<file path="src/rtl/rgb_to_yuv_pkg.sv">
// rgb_to_yuv_pkg: shared states, base addresses and BT.601 fixed-point constants for the RGB-to-YUV encoder.
package rgb_to_yuv_pkg;
  typedef enum logic [3:0] {
    IDLE, RD0, RD1, RD2, RD3, RD4, RD5, WAIT1, WAIT2, CALC, WR_Y0, WR_Y1, WR_U, WR_V, DONE
  } state_t;
  localparam logic [17:0] DEFAULT_Y_BASE = 18'd0;
  localparam logic [17:0] DEFAULT_U_BASE = 18'd38400;
  localparam logic [17:0] DEFAULT_V_BASE = 18'd57600;
  localparam logic [17:0] DEFAULT_RGB_BASE = 18'd146944;
  localparam logic signed [17:0] C_YR = 18'sd66;
  localparam logic signed [17:0] C_YG = 18'sd129;
  localparam logic signed [17:0] C_YB = 18'sd25;
  localparam logic signed [17:0] C_UR = -18'sd38;
  localparam logic signed [17:0] C_UG = -18'sd74;
  localparam logic signed [17:0] C_UB = 18'sd112;
  localparam logic signed [17:0] C_VR = 18'sd112;
  localparam logic signed [17:0] C_VG = -18'sd94;
  localparam logic signed [17:0] C_VB = -18'sd18;
  localparam logic signed [17:0] OFS_Y = 18'sd16;
  localparam logic signed [17:0] OFS_C = 18'sd128;
  localparam logic signed [17:0] RND = 18'sd128;
  function automatic logic [7:0] clip8(input logic signed [17:0] x);
    return x < 0 ? 8'd0 : x > 18'sd255 ? 8'd255 : x[7:0];
  endfunction
  function automatic logic [7:0] avg8(input logic [7:0] a, input logic [7:0] b);
    return 8'((9'(a) + 9'(b) + 9'd1) >> 1);
  endfunction
endpackage

</file>
<file path="src/rtl/rgb_to_yuv_encoder_pixel.sv">
// rgb2yuv_pixel: combinational BT.601 converter, 8-bit RGB in, clipped 8-bit YUV out.
module rgb2yuv_pixel
  import rgb_to_yuv_pkg::*;
(
  input  logic [7:0] r,
  input  logic [7:0] g,
  input  logic [7:0] b,
  output logic [7:0] y,
  output logic [7:0] u,
  output logic [7:0] v
);
  logic signed [17:0] rs, gs, bs;
  assign rs = $signed({10'd0, r});
  assign gs = $signed({10'd0, g});
  assign bs = $signed({10'd0, b});
  assign y = clip8(((C_YR * rs + C_YG * gs + C_YB * bs + RND) >>> 8) + OFS_Y);
  assign u = clip8(((C_UR * rs + C_UG * gs + C_UB * bs + RND) >>> 8) + OFS_C);
  assign v = clip8(((C_VR * rs + C_VG * gs + C_VB * bs + RND) >>> 8) + OFS_C);
endmodule

</file>
<file path="src/rtl/rgb_to_yuv_encoder.sv">
// rgb_to_yuv_encoder: SRAM frame RGB-to-YUV converter with 2:1 chroma downsampling; UV_AVG_FILTER_EN averages chroma pairs.
module rgb_to_yuv_encoder
  import rgb_to_yuv_pkg::*;
#(
  parameter int IMG_PIXELS = 76800,
  parameter logic [17:0] Y_BASE = DEFAULT_Y_BASE,
  parameter logic [17:0] U_BASE = DEFAULT_U_BASE,
  parameter logic [17:0] V_BASE = DEFAULT_V_BASE,
  parameter logic [17:0] RGB_BASE = DEFAULT_RGB_BASE
) (
  input  logic        Clock,
  input  logic        Reset,
  input  logic        Enable,
  output logic        Done,
  output logic [17:0] SRAM_address,
  input  logic [15:0] SRAM_read_data,
  output logic [15:0] SRAM_write_data,
  output logic        SRAM_we_n
);
  localparam int GROUPS = IMG_PIXELS / 4;
  localparam int GW = $clog2(GROUPS + 1);
  state_t st, nxt;
  logic [GW-1:0] g, gn;
  logic last;
  logic [95:0] pix;
  logic [7:0] yc[4], uc[4], vc[4];
  logic [63:0] res;
  logic [47:0] res_q;
  logic [17:0] addr_n;
  logic [15:0] wd_n;
  genvar i;
  for (i = 0; i < 4; i++) begin : g_px
    rgb2yuv_pixel u_px (
      .r(pix[95-24*i -: 8]), .g(pix[87-24*i -: 8]), .b(pix[79-24*i -: 8]),
      .y(yc[i]), .u(uc[i]), .v(vc[i])
    );
  end
`ifdef UV_AVG_FILTER_EN
  assign res = {yc[0], yc[1], yc[2], yc[3], avg8(uc[0], uc[1]), avg8(uc[2], uc[3]),
                avg8(vc[0], vc[1]), avg8(vc[2], vc[3])};
`else
  assign res = {yc[0], yc[1], yc[2], yc[3], uc[0], uc[2], vc[0], vc[2]};
`endif
  assign last = g == GW'(GROUPS - 1);
  // Outputs are registered from the next state so each is valid during its own state.
  always_comb begin
    nxt = st == IDLE ? (Enable ? RD0 : IDLE) : st == WR_V ? (last ? DONE : RD0) :
          st == DONE ? IDLE : state_t'(st + 4'd1);
    gn = st == IDLE ? '0 : (st == WR_V && !last) ? g + 1'b1 : g;
    addr_n = nxt inside {[RD0:RD5]} ? RGB_BASE + 18'(gn) * 18'd6 + 18'(nxt - RD0) :
             nxt == WR_Y0 ? Y_BASE + (18'(gn) << 1) :
             nxt == WR_Y1 ? Y_BASE + (18'(gn) << 1) + 18'd1 :
             nxt == WR_U ? U_BASE + 18'(gn) :
             nxt == WR_V ? V_BASE + 18'(gn) : SRAM_address;
    wd_n = nxt == WR_Y0 ? res[63:48] : nxt == WR_Y1 ? res_q[47:32] :
           nxt == WR_U ? res_q[31:16] : nxt == WR_V ? res_q[15:0] : SRAM_write_data;
  end
  always_ff @(posedge Clock) begin
    if (Reset) begin
      st <= IDLE;
      g <= '0;
      Done <= 1'b0;
      SRAM_we_n <= 1'b1;
      SRAM_address <= '0;
      SRAM_write_data <= '0;
    end else begin
      st <= nxt;
      g <= gn;
      Done <= nxt == DONE;
      SRAM_we_n <= !(nxt inside {[WR_Y0:WR_V]});
      SRAM_address <= addr_n;
      SRAM_write_data <= wd_n;
    end
  end
  // Word k of a group arrives two cycles after its read, i.e. during RD2..WAIT2.
  always_ff @(posedge Clock) begin
    if (st inside {[RD2:WAIT2]}) pix <= {pix[79:0], SRAM_read_data};
    if (st == CALC) res_q <= res[47:0];
  end
endmodule
</file>
<file path="config.mk">
export PLATFORM = sky130hd
export DESIGN_NAME = rgb_to_yuv_encoder
export DESIGN_NICKNAME = d
export VERILOG_FILES = /design/src/rtl/rgb_to_yuv_pkg.sv /design/src/rtl/rgb_to_yuv_encoder_pixel.sv /design/src/rtl/rgb_to_yuv_encoder.sv
export SDC_FILE = /design/constraint.sdc
export NUM_CORES = 2
export LEC_CHECK = 0
export ABC_AREA = 1
export CORE_UTILIZATION = 55
export DETAILED_ROUTE_END_ITERATION = 8
export GPL_TIMING_DRIVEN = 0
export PLACE_DENSITY = 0.78
export SLEW_MARGIN = 20
export SYNTH_ARGS = -nofsm -noshare
export SYNTH_HDL_FRONTEND = slang
export SYNTH_SLANG_ARGS = --single-unit
</file>
<file path="constraint.sdc">
create_clock -name Clock -period 9.4 [get_ports Clock]
set_input_delay 2.35 -clock Clock [delete_from_list [all_inputs] [get_ports Clock]]
set_output_delay 2.35 -clock Clock [all_outputs]
set_load 0.01 [all_outputs]
</file>
==> impl_metrics.py <==
metrics = {
    "run_status": {
        "status": "finished clean",
    },
    "logic_synthesis": {
        "synth-main-ff-cell": "edfxtp_1",
        "synth_cells": 4172,
        "synth.avg_cell_area_um2": 8.12,
        "async_flop_share": 0,
        "ys_ff_latch": 199,
        "synth.distinct_cells": 63,
        "synth_area_leaders": "ha_1, fa_1, edfxtp_1",
        "yosysWarnings": 0,
        "ys_seq_area_frac": 0.160,
        "synth_top_area_cell": "ha_1",
        "syn_nets": 5202,
        "synth_edf_count": 144,
        "synth_top_area_share": 0.289,
        "syn_area_mm2": 0.0339,
    },
    "floorplan": {
        "die_h_um": 250,
        "die_x_um": 250,
        "io_pins": 55,
        "num_rows": 90,
        "initial_core_util": 0.559,
        "core_area_mm2": 0.0606,
        "die_area_mm2": 0.0626,
    },
    "place": {
        "gp_congestion": 0.944,
        "hpwlAfterDp_um": 67200,
        "io_buffers": 53,
        "placed_cell_area_mm2": 0.0355,
    },
    "clocking": {
        "cts_resized": 0,
        "numCtsBuffers": 17,
        "cts.clk_slew.worst_paths_ps": 80,
        "clock_sinks": 199,
        "clock_latency_ps": 470,
        "clockRootBuffer": "clkbuf_16",
        "htree_levels": 4,
        "post_cts_buffers": 0,
        "cts_tree": "yes",
        "hold_buffers": 0,
        "clockBufferDepth": 2,
    },
    "worst_setup_path": {
        "reg2reg_depth": 37,
        "cp-end-kind": "flop",
        "worstPathRequired_ps": 9740,
        "cp_max_fo": 11,
        "cp.arrival_ps": 8480,
        "cp_slowest_cell": "edfxtp_1",
        "start_kind": "flop",
        "worst_path_largest_cell_delay_ps": 780,
        "critical_path_class": "flop to flop",
    },
    "finish": {
        "stdcell_area_mm2": 0.0361,
        "syn2layout_area_growth_pct": 6.68,
        "drive_gt1_frac": 0.0281,
        "nets": 5284,
        "insertedDiodeCount": 0,
    },
    "detailed_routing": {
        "drc": 0,
        "ant_nets": 0,
        "wl_per_cell_um": 15.8,
        "dr.pass1.iters": 6,
        "avgViaCountPerCell": 5.38,
        "drt_wl_total_um": 79700,
        "vias": 27100,
        "drt_iter0_markers": 1567,
    },
    "run": {
        "cap_violations": 0,
    },
    "timing": {
        "finClkSkew_ps": 13.1,
        "fin_setup_tns_ps": 0,
        "finalSetupViolations": 0,
        "maxSlewViolCount": 0,
        "slew-limit-headroom": 0.379,
        "fin_crit_ps": 8140,
        "max_freq_mhz": 123,
        "worst_pin_slew_ps": 924,
        "rsz0062_at_grt": "false",
        "timing.final.hold_violations": 0,
        "fin_crit_sh": 0.866,
    },
    "global_route": {
        "grt_pass1_vias": 27200,
        "grt.total_usage": 0.263,
        "grt_pass1_wl_um": 132000,
        "overflow": 0,
        "grt_max_degree": 26,
        "antenna_found_initial": 1,
    },
    "min_path": {
        "whs_path_depth": 2,
        "hp-class": "flop to flop",
    },
}
## kinds of logic after synthesis
| group | share of synthesized area |
|---|---|
| DFF | 0.160 |
| xor gates and xnor gates | 0.0597 |
| and+or+nand+nor | 0.156 |
| AOI/OAI and AO/OA | 0.0893 |
| adders and majority gates | 0.425 |
| buffers and inverters | 0.111 |
## cell usage after synthesis, types with 10 or more instances
| master | number |
|---|---|
| a21o_1 | 19 |
| a21oi_1 | 272 |
| a31oi_1 | 30 |
| dfxtp_1 | 55 |
| edfxtp_1 | 144 |
| fa_1 | 230 |
| ha_1 | 781 |
| inv_1 | 938 |
| nand2_1 | 677 |
| nand2_2 | 20 |
| nand3_1 | 158 |
| nand3b_1 | 16 |
| nand4_1 | 70 |
| nor2_1 | 218 |
| nor3_1 | 34 |
| o211ai_1 | 10 |
| o21ai_0 | 134 |
| o21ai_1 | 12 |
| o21bai_1 | 22 |
| xnor2_1 | 76 |
| xor2_1 | 141 |
## worst max-delay path, delay by kind of cell, from the launching register on
kind | cells | cell delay, ps
AOI/OAI and AO/OA | 4 | 560
xor gates and xnor gates | 2 | 590
adders and majority gates | 9 | 3410
buffers and inverters | 7 | 850
DFF | 1 | 780
and+or+nand+nor | 15 | 1770
## state kept, by name, indices dropped and copies added (netlist names)
register,flops
SRAM_address,18
Done,1
res_q,48
g,15
pix,96
SRAM_write_data,16
st,4
SRAM_we_n,1
## layout by cell type (no fill, tap or decap), types with 7 or more instances in the layout
master,synthesis,routed
a21o_1,19,19
a21oi_1,272,272
a311oi_1,9,9
a31oi_1,30,30
buf_4,2,7
buf_6,8,8
clkbuf_1,9,11
clkbuf_16,0,17
clkdlybuf4s50_1,0,53
dfxtp_1,55,55
edfxtp_1,144,144
fa_1,230,230
ha_1,781,781
inv_1,938,938
inv_2,7,7
nand2_1,677,677
nand2_2,20,20
nand3_1,158,158
nand3b_1,16,16
nand4_1,70,70
nor2_1,218,218
nor3_1,34,33
o211ai_1,10,10
o21ai_0,134,133
o21ai_1,12,12
o21bai_1,22,22
xnor2_1,76,76
xor2_1,141,141
## path summary, 6_finish.rpt
check / start / to / slack (ps)
hold reg to reg: SRAM_address[17]$_SDFFE_PP0P_ / SRAM_address[17]$_SDFFE_PP0P_ / 500
setup reg to reg: pix[36]$_DFFE_PP_ / res_q[21]$_SDFFCE_PN0N_ / 1260
hold / removal: SRAM_address[17]$_SDFFE_PP0P_ / SRAM_address[17]$_SDFFE_PP0P_ / 500
setup / recovery: pix[36]$_DFFE_PP_ / res_q[21]$_SDFFCE_PN0N_ / 1260
## through the flow
step,hold slack [ps],setup WS (ps),std cells,util
final,499,1260,5049,0.596
after global placement,481,-1940,5007,0.584
after detailed placement,485,1440,5017,0.587
after CTS,496,1350,5049,0.596
after floorplan,450,1490,4172,-
after global routing,513,854,5049,0.596
## area by class of cell
type                       count  area (µm²)
fill                        5253       24500
tap                          782         978
timing repair buffer          63         693
buffer                        27         180
multi-input combinational   2998       24700
clock inverter                13         141
inverter                     948        3570
sequential                   199        5430
clock buffer                  19         433
## layer usage
metal / up-vias / GRT usage / part of all wire
li1: 13700 / - / -
met1: 12700 / 0.332 / 0.44
met2: 659 / 0.465 / 0.48
met3: 136 / 0.0298 / 0.050
met4: 2 / 0.0883 / 0.032
met5: - / 0 / 0.00016
Power is not shown: default switching activity piles up to over one toggle a cycle in this logic, so the estimate is an artifact.
